**config.mk**
```make
export PLATFORM = sky130hd
export DESIGN_NAME = midi_cmd_decoder
export DESIGN_NICKNAME = d
export VERILOG_FILES = /design/src/rtl/synth_cmd_pkg.sv /design/src/rtl/cmd_fifo.sv /design/src/rtl/midi_cmd_decoder.sv
export SDC_FILE = /design/constraint.sdc
export NUM_CORES = 1
export LEC_CHECK = 0
export CORE_MARGIN = 2
export CORE_UTILIZATION = 40
export DETAILED_ROUTE_END_ITERATION = 8
export GPL_TIMING_DRIVEN = 1
export PLACE_DENSITY_LB_ADDON = 0.08
export SLEW_MARGIN = 10
export SYNTH_ARGS = -nofsm -noshare
export SYNTH_HDL_FRONTEND = slang
export SYNTH_SLANG_ARGS = --single-unit
```
**constraint.sdc**
```tcl
create_clock -name clk -period 5.7 [get_ports clk]
set_input_delay 1.14 -clock clk [delete_from_list [all_inputs] [get_ports clk]]
set_output_delay 1.14 -clock clk [all_outputs]
set_load 0.01 [all_outputs]
```
**src/rtl/synth_cmd_pkg.sv**
```systemverilog
// Shared constants and parser state type for the MIDI-to-synth command path.
package synth_cmd_pkg;

  localparam int          CMD_START_BIT = 15;
  localparam logic [6:0]  STOP_ALL_NOTE = 7'h7F;
  localparam logic [15:0] STOP_ALL_CMD  = 16'h7F00;

  localparam logic [3:0] NOTE_OFF = 4'h8;
  localparam logic [3:0] NOTE_ON  = 4'h9;
  localparam logic [3:0] CC       = 4'hB;
  localparam logic [3:0] PROG     = 4'hC;
  localparam logic [3:0] CHPRESS  = 4'hD;

  localparam logic [6:0] CC_ALL_SOUND_OFF = 7'h78;
  localparam logic [6:0] CC_ALL_NOTES_OFF = 7'h7B;

  typedef enum logic [1:0] {
    ST_IDLE,
    ST_DATA1,
    ST_DATA2,
    ST_SYSEX
  } parser_state_t;

endpackage

```
**src/rtl/cmd_fifo.sv**
```systemverilog
// Small command buffer; extra pointer bit separates full from empty.
module cmd_fifo #(
  parameter int FIFO_DEPTH = 4
) (
  input  logic        clk,
  input  logic        reset_n,
  input  logic        push,
  input  logic [15:0] push_data,
  input  logic        pop,
  output logic [15:0] pop_data,
  output logic        full,
  output logic        empty
);

  localparam int AW = $clog2(FIFO_DEPTH);

  logic [AW:0] wr_ptr;
  logic [AW:0] rd_ptr;
  logic [15:0] mem [FIFO_DEPTH];
  logic        push_ok;

  assign empty    = (wr_ptr == rd_ptr);
  assign full     = (wr_ptr[AW] != rd_ptr[AW]) && (wr_ptr[AW-1:0] == rd_ptr[AW-1:0]);
  // A pop in the same cycle frees the slot, so a push while full is still taken.
  assign push_ok  = push && (!full || pop);
  assign pop_data = mem[rd_ptr[AW-1:0]];

  always_ff @(posedge clk or negedge reset_n) begin
    if (!reset_n) begin
      wr_ptr <= '0;
      rd_ptr <= '0;
    end else begin
      if (push_ok) wr_ptr <= wr_ptr + 1'b1;
      if (pop)     rd_ptr <= rd_ptr + 1'b1;
    end
  end

  always_ff @(posedge clk) begin
    if (push_ok) mem[wr_ptr[AW-1:0]] <= push_data;
  end

endmodule

```
**src/rtl/midi_cmd_decoder.sv**
```systemverilog
// MIDI byte parser producing one-cycle synth commands, buffered and paced by a gap counter.
module midi_cmd_decoder
  import synth_cmd_pkg::*;
#(
  parameter int FIFO_DEPTH = 4,
  parameter int GAP_CYCLES = 1
) (
  input  logic        clk,
  input  logic        reset_n,
  input  logic [7:0]  i_byte,
  input  logic        i_byte_valid,
  input  logic [3:0]  i_channel,
  input  logic        i_omni,
  output logic [15:0] o_data,
  output logic        o_valid,
  output logic        o_overflow
);

  localparam int            GW       = (GAP_CYCLES > 0) ? $clog2(GAP_CYCLES + 1) : 1;
  localparam logic [GW-1:0] GAP_LOAD = GW'(GAP_CYCLES);

  parser_state_t state, next_state;
  logic [7:0]    status;
  logic [6:0]    d1;
  logic          status_load;
  logic          d1_load;
  logic          cmd_valid;
  logic [15:0]   cmd;
  logic [3:0]    hi;
  logic          chan_ok;
  logic [GW-1:0] gap_cnt;
  logic          pop;
  logic [15:0]   pop_data;
  logic          full;
  logic          empty;

  assign hi      = status[7:4];
  assign chan_ok = i_omni || (status[3:0] == i_channel);

  always_comb begin
    next_state  = state;
    status_load = 1'b0;
    d1_load     = 1'b0;
    cmd_valid   = 1'b0;
    cmd         = '0;
    if (i_byte_valid && i_byte < 8'hF8) begin
      if (i_byte[7] && i_byte < 8'hF0) begin
        status_load = 1'b1;
        next_state  = ST_DATA1;
      end else if (state == ST_SYSEX) begin
        if (i_byte == 8'hF7) next_state = ST_IDLE;
      end else if (i_byte == 8'hF0) begin
        next_state = ST_SYSEX;
      end else if (i_byte[7]) begin
        next_state = ST_IDLE;
      end else begin
        case (state)
          ST_DATA1: begin
            if (hi == PROG || hi == CHPRESS) begin
              next_state = ST_DATA1;
            end else begin
              d1_load    = 1'b1;
              next_state = ST_DATA2;
            end
          end
          ST_DATA2: begin
            next_state = ST_DATA1;
            if (chan_ok) begin
              if (hi == NOTE_ON && i_byte[6:0] != 7'd0) begin
                cmd_valid          = 1'b1;
                cmd                = {1'b0, d1, 1'b0, i_byte[6:0]};
                cmd[CMD_START_BIT] = 1'b1;
              end else if ((hi == NOTE_ON || hi == NOTE_OFF) && d1 != STOP_ALL_NOTE) begin
                cmd_valid = 1'b1;
                cmd       = {1'b0, d1, 8'h00};
              end else if (hi == CC && (d1 == CC_ALL_SOUND_OFF || d1 == CC_ALL_NOTES_OFF)) begin
                cmd_valid = 1'b1;
                cmd       = STOP_ALL_CMD;
              end
            end
          end
          default: ;
        endcase
      end
    end
  end

  always_ff @(posedge clk or negedge reset_n) begin
    if (!reset_n) begin
      state  <= ST_IDLE;
      status <= '0;
    end else begin
      state <= next_state;
      if (status_load) status <= i_byte;
    end
  end

  always_ff @(posedge clk) begin
    if (d1_load) d1 <= i_byte[6:0];
  end

  cmd_fifo #(.FIFO_DEPTH(FIFO_DEPTH)) u_fifo (
    .clk       (clk),
    .reset_n   (reset_n),
    .push      (cmd_valid),
    .push_data (cmd),
    .pop       (pop),
    .pop_data  (pop_data),
    .full      (full),
    .empty     (empty)
  );

  assign pop = !empty && (gap_cnt == '0);

  // Output register: one-cycle command, then GAP_CYCLES forced idle cycles
  always_ff @(posedge clk or negedge reset_n) begin
    if (!reset_n) begin
      o_data     <= '0;
      o_valid    <= 1'b0;
      o_overflow <= 1'b0;
      gap_cnt    <= '0;
    end else begin
      o_valid <= pop;
      o_data  <= pop ? pop_data : 16'h0000;
      if (pop)                gap_cnt <= GAP_LOAD;
      else if (gap_cnt != '0) gap_cnt <= gap_cnt - 1'b1;
      if (cmd_valid && full && !pop) o_overflow <= 1'b1;
    end
  end

endmodule

```
==> results of run 1 <==
[area by class of cell]
type,instances,area [um2]
clock buffers,11,131
clock inverters,5,85.1
fillers,889,5090
inverters,5,18.8
multi-input cells,125,1160
flip-flops and latches,100,2840
well taps,133,166
repair buffers,34,330
[synthesized netlist by cell type, drive strengths merged, types with 2 or more instances]
cell and count:
or4 2, buf 4, and2 26, edfxtp 67
clkbuf 5, dfrtp 33, ha 8, nand3 3
inv 5, xor2 4, nand4 2, nor2 7
nand2 9, and3b 2, xnor2 8, mux2 9
a21oi 10, mux4 15
[worst min path at each step]
stage | from | endpoint | cells after the start
after CTS | u_fifo.rd_ptr[2] | u_fifo.rd_ptr[2] | 1
after global placement | u_fifo.rd_ptr[2] | u_fifo.rd_ptr[2] | 1
final | u_fifo.rd_ptr[2] | u_fifo.rd_ptr[2] | 1
after global routing | u_fifo.wr_ptr[2] | u_fifo.wr_ptr[2] | 1
after detailed placement | o_overflow | o_overflow | 1
after floorplan | status[7] | status[7] | 1
[through the flow]
stage	power, mW	instance area (um2)	hold WS, ns	util (%)
2_1_floorplan	1.18	4050	0.464	-
3_3_place_gp	1.39	4510	0.482	45.9
3_5_place_dp	1.39	4510	0.483	45.9
4_1_cts	1.87	4730	0.500	48.2
5_1_grt	1.95	4730	0.529	48.2
6_report	1.85	4730	0.496	48.2
[power breakdown]
group          total (mW)  internal, mW  leakage [nW]  switching [mW]
clock               0.493         0.250         0.104           0.242
combinational       0.432         0.240         0.572           0.192
sequential          0.922         0.857          1.14          0.0656
[sequential cells by signal, summed over array words and instances, names as in the netlist]
| signal | cells |
|---|---|
| u_fifo.mem | 60 |
| o_data | 15 |
| status | 8 |
| d1 | 7 |
| u_fifo.rd_ptr | 3 |
| u_fifo.wr_ptr | 3 |
| state | 2 |
| gap_cnt | 1 |
| o_overflow | 1 |
[per-layer routing]
layer	part of all wire [%]	up-vias	global-route usage [%]
met5	0	-	0
met4	1.1	0	5.90
met3	3.0	6	2.31
met2	51	40	23.2
met1	45	1043	18.0
li1	-	963	-
[logic make-up (layout without fill, tap and decap cells)]
| logic type | after synthesis | count (layout) | share of synthesized area, % |
|---|---|---|---|
| flops | 100 | 100 | 70.0 |
| simple gates | 59 | 59 | 8.58 |
| mux | 24 | 24 | 10.8 |
| compound gates | 21 | 21 | 4.01 |
| buf+inv | 14 | 55 | 1.42 |
| xor+xnor | 12 | 12 | 2.59 |
| fa+ha+maj | 8 | 8 | 2.47 |
| other cells | 1 | 1 | 0.0925 |
[worst max-delay path: stages]
cell and delay [ns]:
clkdlybuf4s50_1 0.48, or4_4 0.60, o41ai_4 0.29, a21oi_2 0.18
o211a_1 0.32, and2_1 0.44
==> metrics.yaml, run 1 <==
status: "completed"
layout_common_cells: "67 x edfxtp_1, 33 x dfrtp_1, 31 x clkdlybuf4s50_1, 26 x and2_1, 15 x mux4_2"
fin_crit_sh_pct: 60.7
drt_iter0_drc: 74
yosysTopAreaCellShare_pct: 49.6
cp-startpoint: "i_byte[0]"
hold_path_class: "flip-flop to flip-flop"
wl_per_cell_um: 17.2
cts_buffers: 9
slew_viol_final: 0
ctsRootBufferMaster: "clkbuf_8"
pin_count: 34
insertion_delay_ns: 0.36
ys_ff_latch: 100
power.leakage_nw: 1.81
diodes: 0
endpoint_kind: "flip-flop"
yosys_warnings: 0
ant_nets: 0
dpl.cell_count: 397
cts_sinks: 100
layout.cells.non_filler: 413
clk_path_buf_depth: 2
dieArea_um2: 11000
initial_core_util_pct: 41.3
routed_wl_mm: 7.10
finalCriticalPeriod_ns: 3.46
postSynthCellCount: 239
synth_ff_type: "edfxtp_1"
grt_pass1_wl_mm: 11.4
timing.fmax_mhz: 289
antenna_found_initial: 0
grt_usage_pct: 13.9
cts_tree: "done"
tightest_slew_ns: 0.805
synth_area_leaders: "edfxtp_1 50%, dfrtp_1 20%, mux4_2 8.3%, and2_1 4.0%, ha_1 2.5%"
dpl.hpwl_mm: 4.85
crit_end: "u_fifo.mem[1][15]"
power.density_nw_per_um2: 391
path_class: "input port to flip-flop"
yosysTopAreaCell: "edfxtp_1"
die_w_um: 105
pre_cts_slack_ns: 1.83
syn_area_um2: 4050
finalHoldViolCount: 0
viasPerCell: 4.97
worst_slack_ns: 2.24
grt-ovfl-total: 0
die_height_um: 105
reg2reg_slack_ns: 3.09
setup_violations: 0
avgSynthCellArea_um2: 17.0
postCtsHoldBufs: 0
ir_drop_v: 0.000173
ys_seq_area_share_pct: 70.0
drive_gt1_share_pct: 16.4
grt_max_degree: 34
rows: 36
post_cts_buffers: 0
rr_startpoint: "status[5]"
path_clk_slew_ns: 0.09
layout_commonest_cell: "edfxtp_1"
numPortBuffers: 32
r2r_cells: 4
critPathRequiredTime_ns: 5.69
cp-start-kind: "input port"
drc: 0
netlist-cell-type-count: 43
grt_pass1_vias: 2155
finalClockSkew_ns: 0.0195
core_area_um2: 9820
async_flop_share_pct: 33.0
synth_edf_count: 67
reg2reg_to: "u_fifo.mem[1][15]"
final_nets: 299
place_congestion: 0.780
relSlewSlack_pct: 46.3
cts_resized: 0
vias: 2052
drt_pass1_iterations: 4
syn-num-nets: 263
worstPathArrival_ns: 3.45
rsz0062_at_grt: "no"
cap_viol_max_count: 0
fin_setup_tns_ns: 0
crit_path_max_fanout: 15
syn_to_final_growth_pct: 16.6
cts-htree-levels: 3
No activity file was read; power rests on OpenSTA's default activity.
==> run 2, diff against run 1 <==
==> constraint.sdc (replaced) <==
create_clock -name clk -period 3.1 [get_ports clk]
set_input_delay 0.62 -clock clk [delete_from_list [all_inputs] [get_ports clk]]
set_output_delay 0.62 -clock clk [all_outputs]
set_load 0.01 [all_outputs]
==> run 2 against run 1 <==
  * Register-to-register slack got worse by 2.3 ns
  * Combinational power is 99% higher
  * Clock power increased by 66%
  * Non-clock buffer count grew 11
  * Flip-flop and latch count stayed put
  * Cell area rose by 2.3%
  * Via count is 1.0% higher
  * Clock-buffer cell count decreased by 1
  * First-iteration DRC count is 2.7% lower
  * Final cell count rose by 2.7%
  * Largest cell class unchanged
==> metrics.yaml, run 2 (synthesis gave the netlist of run 1 again) <==
status: "completed"
drt_iter0_drc: 72  # -2.7%
fin_crit_sh_pct: 83.0
post_cts_buffers: 0  # unchanged
r2r_cells: 7  # +3
path_class: "input port to flip-flop"
dpl.cell_count: 408  # +2.8%
wl_per_cell_um: 16.7  # -2.8%
final_cell_area_um2: 4840  # +2.3%
cts_resized: 0  # unchanged
layout.cells.non_filler: 424  # +2.7%
worstPathArrival_ns: 2.69  # -0.76 ns
relSlewSlack_pct: 47.0  # +0.66 points
grt_usage_pct: 14.1  # +0.22 points
grt_pass1_wl_mm: 11.6  # +1.8%
drive_gt1_share_pct: 19.9  # +3.5 points
layout_common_cells: "67 x edfxtp_1, 33 x dfrtp_1, 31 x clkdlybuf4s50_1, 26 x and2_1, 15 x mux4_2"
cts_sinks: 100  # unchanged
finalClockSkew_ns: 0.0155  # -0.00407 ns
cp-start-kind: "input port"
power.leakage_nw: 1.87  # +3.3%
rsz0062_at_grt: "no"
cts_tree: "done"
rr_startpoint: "state[0]"
slew_viol_final: 0  # unchanged
grtUsageMet3_pct: 2.37  # +0.062 points
grt_max_degree: 34  # unchanged
cts_buffers: 9  # unchanged
setup_violations: 0  # unchanged
syn_to_final_growth_pct: 19.3
diodes: 0  # unchanged
numPortBuffers: 32  # unchanged
hold_path_class: "input port to asynchronous set/reset pin"
grt_util_met2_pct: 23.4  # +0.19 points
switching_power_mw: 0.932  # +86%
p_sw_share_pct: 27.9  # +0.85 points
routed_wl_mm: 7.09  # -0.20%
place_congestion: 0.787  # +0.85%
pin_count: 34  # unchanged
power.density_nw_per_um2: 690  # +77%
drc: 0  # unchanged
grt-ovfl-total: 0  # unchanged
met1_usage_pct: 18.5  # +0.55 points
insertion_delay_ns: 0.36  # about the same
grt_pass1_vias: 2160  # +0.23%
largest_reg_flops: 60  # unchanged
final_nets: 310  # +3.7%
core_area_um2: 9820  # unchanged
path_clk_slew_ns: 0.10  # about the same
ir_drop_v: 0.000294  # +69%
layout_commonest_cell: "edfxtp_1"
cts-htree-levels: 3  # unchanged
dpl.hpwl_mm: 4.90  # +0.95%
timing.fmax_mhz: 388
endpoint_kind: "flip-flop"
p_int_mw: 2.41  # +79%
placed_area_um2: 4640  # +2.9%
clk_path_buf_depth: 2  # unchanged
reg2reg_slack_ns: 0.79  # -2.30 ns
dieArea_um2: 11000  # unchanged
p_seq_share_pct: 49.8  # about the same
cap_viol_max_count: 0  # unchanged
finalHoldViolCount: 0  # unchanged
grt.busiest_layer: "met2"
ctsRootBufferMaster: "clkbuf_8"
critPathRequiredTime_ns: 3.22  # -2.47 ns
die_w_um: 105  # unchanged
reg2reg_to: "u_fifo.mem[1][4]"
initial_core_util_pct: 41.3  # unchanged
clock_power_share_pct: 24.5  # -2.2 points
ant_nets: 0  # unchanged
viasPerCell: 4.89  # -1.6%
combPwrFrac_pct: 25.7  # +2.3 points
finalCriticalPeriod_ns: 2.57
rows: 36  # unchanged
antenna_found_initial: 0  # unchanged
tightest_slew_ns: 0.795  # -0.00990 ns
postCtsHoldBufs: 0  # unchanged
vias: 2073  # +1.0%
crit_path_max_fanout: 15  # unchanged
drt_pass1_iterations: 4  # unchanged
fin_setup_tns_ns: 0  # unchanged
die_height_um: 105  # unchanged
-- run 2: cell count changes in the layout (fill, tap and decap cells not counted) --
cell | previous run | this run
bufinv_16 | 2 | 1
buf_12 | 0 | 4
buf_4 | 2 | 9
clkinv_2 | 0 | 2
clkbuf_1 | 2 | 1
-- run 2: final cells by class --
| cell class | count | area [um2] |
|---|---|---|
| fill | 897 | 4980 |
| sequential | 100 | 2840 |
| multi-input combinational | 125 | 1160 |
| timing repair buffer | 45 | 463 |
| tap | 133 | 166 |
| clock buffer | 10 | 128 |
| clock inverter | 6 | 65.1 |
| inverter | 5 | 18.8 |
-- run 2: power groups by stage --
stage	Sequential, mW	Combinational, mW	Clock, mW
final	1.66	0.858	0.818
after CTS	1.66	0.884	0.854
after detailed placement	1.70	0.880	0
after global routing	1.69	0.939	0.900
after floorplan	1.73	0.440	0
after global placement	1.69	0.872	0
-- run 2: critical path, stage by stage --
cell and delay, ns:
clkdlybuf4s50_1 0.42, or4_4 0.58, o41ai_4 0.28, a21oi_2 0.11, o211a_1 0.31, and2_1 0.21, buf_12 0.16
-- run 2: per-layer routing --
layer | routed length (um) | up-vias | part of all wire [%]
met2 | 3510 | 36 | 50
met3 | 220 | 10 | 3.1
li1 | - | 986 | -
met1 | 3230 | 1041 | 46
met4 | 127 | 0 | 1.8
met5 | 0 | - | 0
-- run 2: worst max path at each step --
stage | startpoint | end | cells after the start
2_1_floorplan | i_byte[0] | u_fifo.mem[0][0] | 5
3_3_place_gp | i_byte[0] | u_fifo.mem[2][11] | 7
3_5_place_dp | i_byte[0] | u_fifo.mem[2][6] | 7
4_1_cts | i_byte[0] | u_fifo.mem[2][10] | 7
5_1_grt | i_byte[0] | u_fifo.mem[3][15] | 7
6_report | i_byte[0] | u_fifo.mem[2][5] | 7
-- run 2: stage by stage --
step	hold slack [ns]	setup slack, ns	power [mW]	utilization, %
after floorplan	0.324	0.579	2.17	-
after global routing	0.393	0.450	3.53	49.3
after detailed placement	0.485	0.158	2.58	47.3
after CTS	0.362	0.537	3.40	49.3
after global placement	0.482	0.170	2.56	47.3
final	0.329	0.526	3.34	49.3
==> run 3, diff against run 2 <==
==> constraint.sdc (replaced) <==
create_clock -name clk -period 2.5 [get_ports clk]
set_input_delay 0.5 -clock clk [delete_from_list [all_inputs] [get_ports clk]]
set_output_delay 0.5 -clock clk [all_outputs]
set_load 0.01 [all_outputs]
==> run 3 against run 2 <==
  * Final cell count up 3.1%
  * Clock power grew 17%
  * Critical path depth did not move
  * Critical endpoint is now u_fifo.mem[0][12]
  * Largest power group unchanged
==> metrics.yaml, run 3 (synthesis gave the netlist of run 1 again) <==
initial_core_util_pct: 41.3  # unchanged
die_height_um: 105  # unchanged
ir_drop_v: 0.000381  # +30%
antenna_found_initial: 0  # unchanged
finalClockSkew_ns: 0.0109  # -0.00452 ns
grt_usage_pct: 14.3  # +0.23 points
cts_resized: 0  # unchanged
worstPathArrival_ns: 2.49  # -0.20 ns
relSlewSlack_pct: 45.4  # -1.6 points
rsz0062_at_grt: "no"
place_congestion: 0.765  # -2.7%
finalHoldViolCount: 0  # unchanged
grt_pass1_wl_mm: 11.8  # +2.3%
setup_violations: 0  # unchanged
largest_reg_flops: 60  # unchanged
drt_iter0_drc: 59  # -18%
layout_common_cells: "67 x edfxtp_1, 33 x dfrtp_1, 31 x clkdlybuf4s50_1, 26 x and2_1, 22 x buf_4"
r2r_cells: 6  # -1
grt_pass1_vias: 2262  # +4.7%
cts-htree-levels: 3  # unchanged
drive_gt1_share_pct: 23.4  # +3.4 points
finalCriticalPeriod_ns: 2.37
post_cts_buffers: 0  # unchanged
numPortBuffers: 32  # unchanged
ctsRootBufferMaster: "clkbuf_8"
crit_path_max_fanout: 15  # unchanged
grt-ovfl-total: 0  # unchanged
pin_count: 34  # unchanged
grt_max_degree: 34  # unchanged
pre_cts_slack_ns: -0.249  # -0.407 ns
syn_to_final_growth_pct: 21.5
postCtsHoldBufs: 0  # unchanged
power.leakage_nw: 1.93  # +3.0%
timing.fmax_mhz: 421
cts_buffers: 9  # unchanged
total_power_mw: 4.08  # +22%
endpoint_kind: "flip-flop"
power.density_nw_per_um2: 829  # +20%
ant_nets: 0  # unchanged
hold_path_class: "input port to asynchronous set/reset pin"
viasPerCell: 4.89  # about the same
cts_tree: "done"
path_clk_slew_ns: 0.10  # about the same
layout_commonest_cell: "edfxtp_1"
critPathRequiredTime_ns: 2.62  # -0.60 ns
cp-startpoint: "i_byte[0]"
cts_sinks: 100  # unchanged
drc: 0  # unchanged
worst_slack_ns: 0.126  # -0.400 ns
dpl.hpwl_mm: 5.05  # +3.0%
diodes: 0  # unchanged
vias: 2136  # +3.0%
drt_pass1_iterations: 4  # unchanged
rows: 36  # unchanged
cp-start-kind: "input port"
tightest_slew_ns: 0.819  # +0.0233 ns
insertion_delay_ns: 0.35  # about the same
status: "completed"
clk_path_buf_depth: 2  # unchanged
wl_per_cell_um: 16.5  # -1.6%
slew_viol_final: 0  # unchanged
core_area_um2: 9820  # unchanged
cap_viol_max_count: 0  # unchanged
dieArea_um2: 11000  # unchanged
postLayoutCoreUtil_pct: 50.2  # +0.90 points
fin_crit_sh_pct: 95.0
routed_wl_mm: 7.19  # +1.5%
path_class: "input port to flip-flop"
die_w_um: 105  # unchanged
final_nets: 323  # +4.2%
rr_startpoint: "state[1]"
-- run 3: path summary, 6_finish.rpt --
kind / to / slack (ns)
max in group asynchronous: status[7] / 1.75
worst min-delay path: o_data[3] / 0.23
worst max-delay path: u_fifo.mem[0][12] / 0.13
min in group clk: u_fifo.rd_ptr[2] / 0.50
worst min register to register: u_fifo.rd_ptr[2] / 0.50
worst max register to register: u_fifo.mem[3][8] / 0.35
-- run 3: per-layer routing --
metal	GRT usage, %	vias up	routed length (um)
li1	-	1014	-
met1	18.5	1076	3170
met2	24.4	44	3690
met3	3.43	2	292
met4	3.71	0	38
met5	0	-	0
-- run 3: cell type report --
type	count	area (um2)
Sequential cell	100	2840
Multi-Input combinational cell	125	1160
Timing Repair Buffer	58	561
Inverter	5	18.8
Clock inverter	7	60.1
Fill cell	863	4890
Tap cell	133	166
Clock buffer	9	124
-- run 3: stage by stage --
stage,hold slack (ns),setup TNS [ns],std cells,cell area (um2)
CTS,0.250,0,437,4930
finish,0.230,0,437,4930
global route,0.278,0,437,4930
global placement,0.480,-17.18,421,4740
detailed placement,0.490,-18.77,421,4740
floorplan,0.204,0,239,4050
-- run 3: critical path, cell delays in order --
cell and delay (ns):
clkdlybuf4s50_1 0.41, or4_4 0.56, o41ai_4 0.27, a21oi_2 0.10, o211a_1 0.28, and2_1 0.20, buf_12 0.16
-- run 3: where the power goes --
group | leakage [nW] | internal [mW] | switching (mW) | total, mW
clock network | 0.0913 | 0.380 | 0.581 | 0.961
registers | 1.14 | 1.95 | 0.103 | 2.06
logic | 0.701 | 0.573 | 0.491 | 1.06
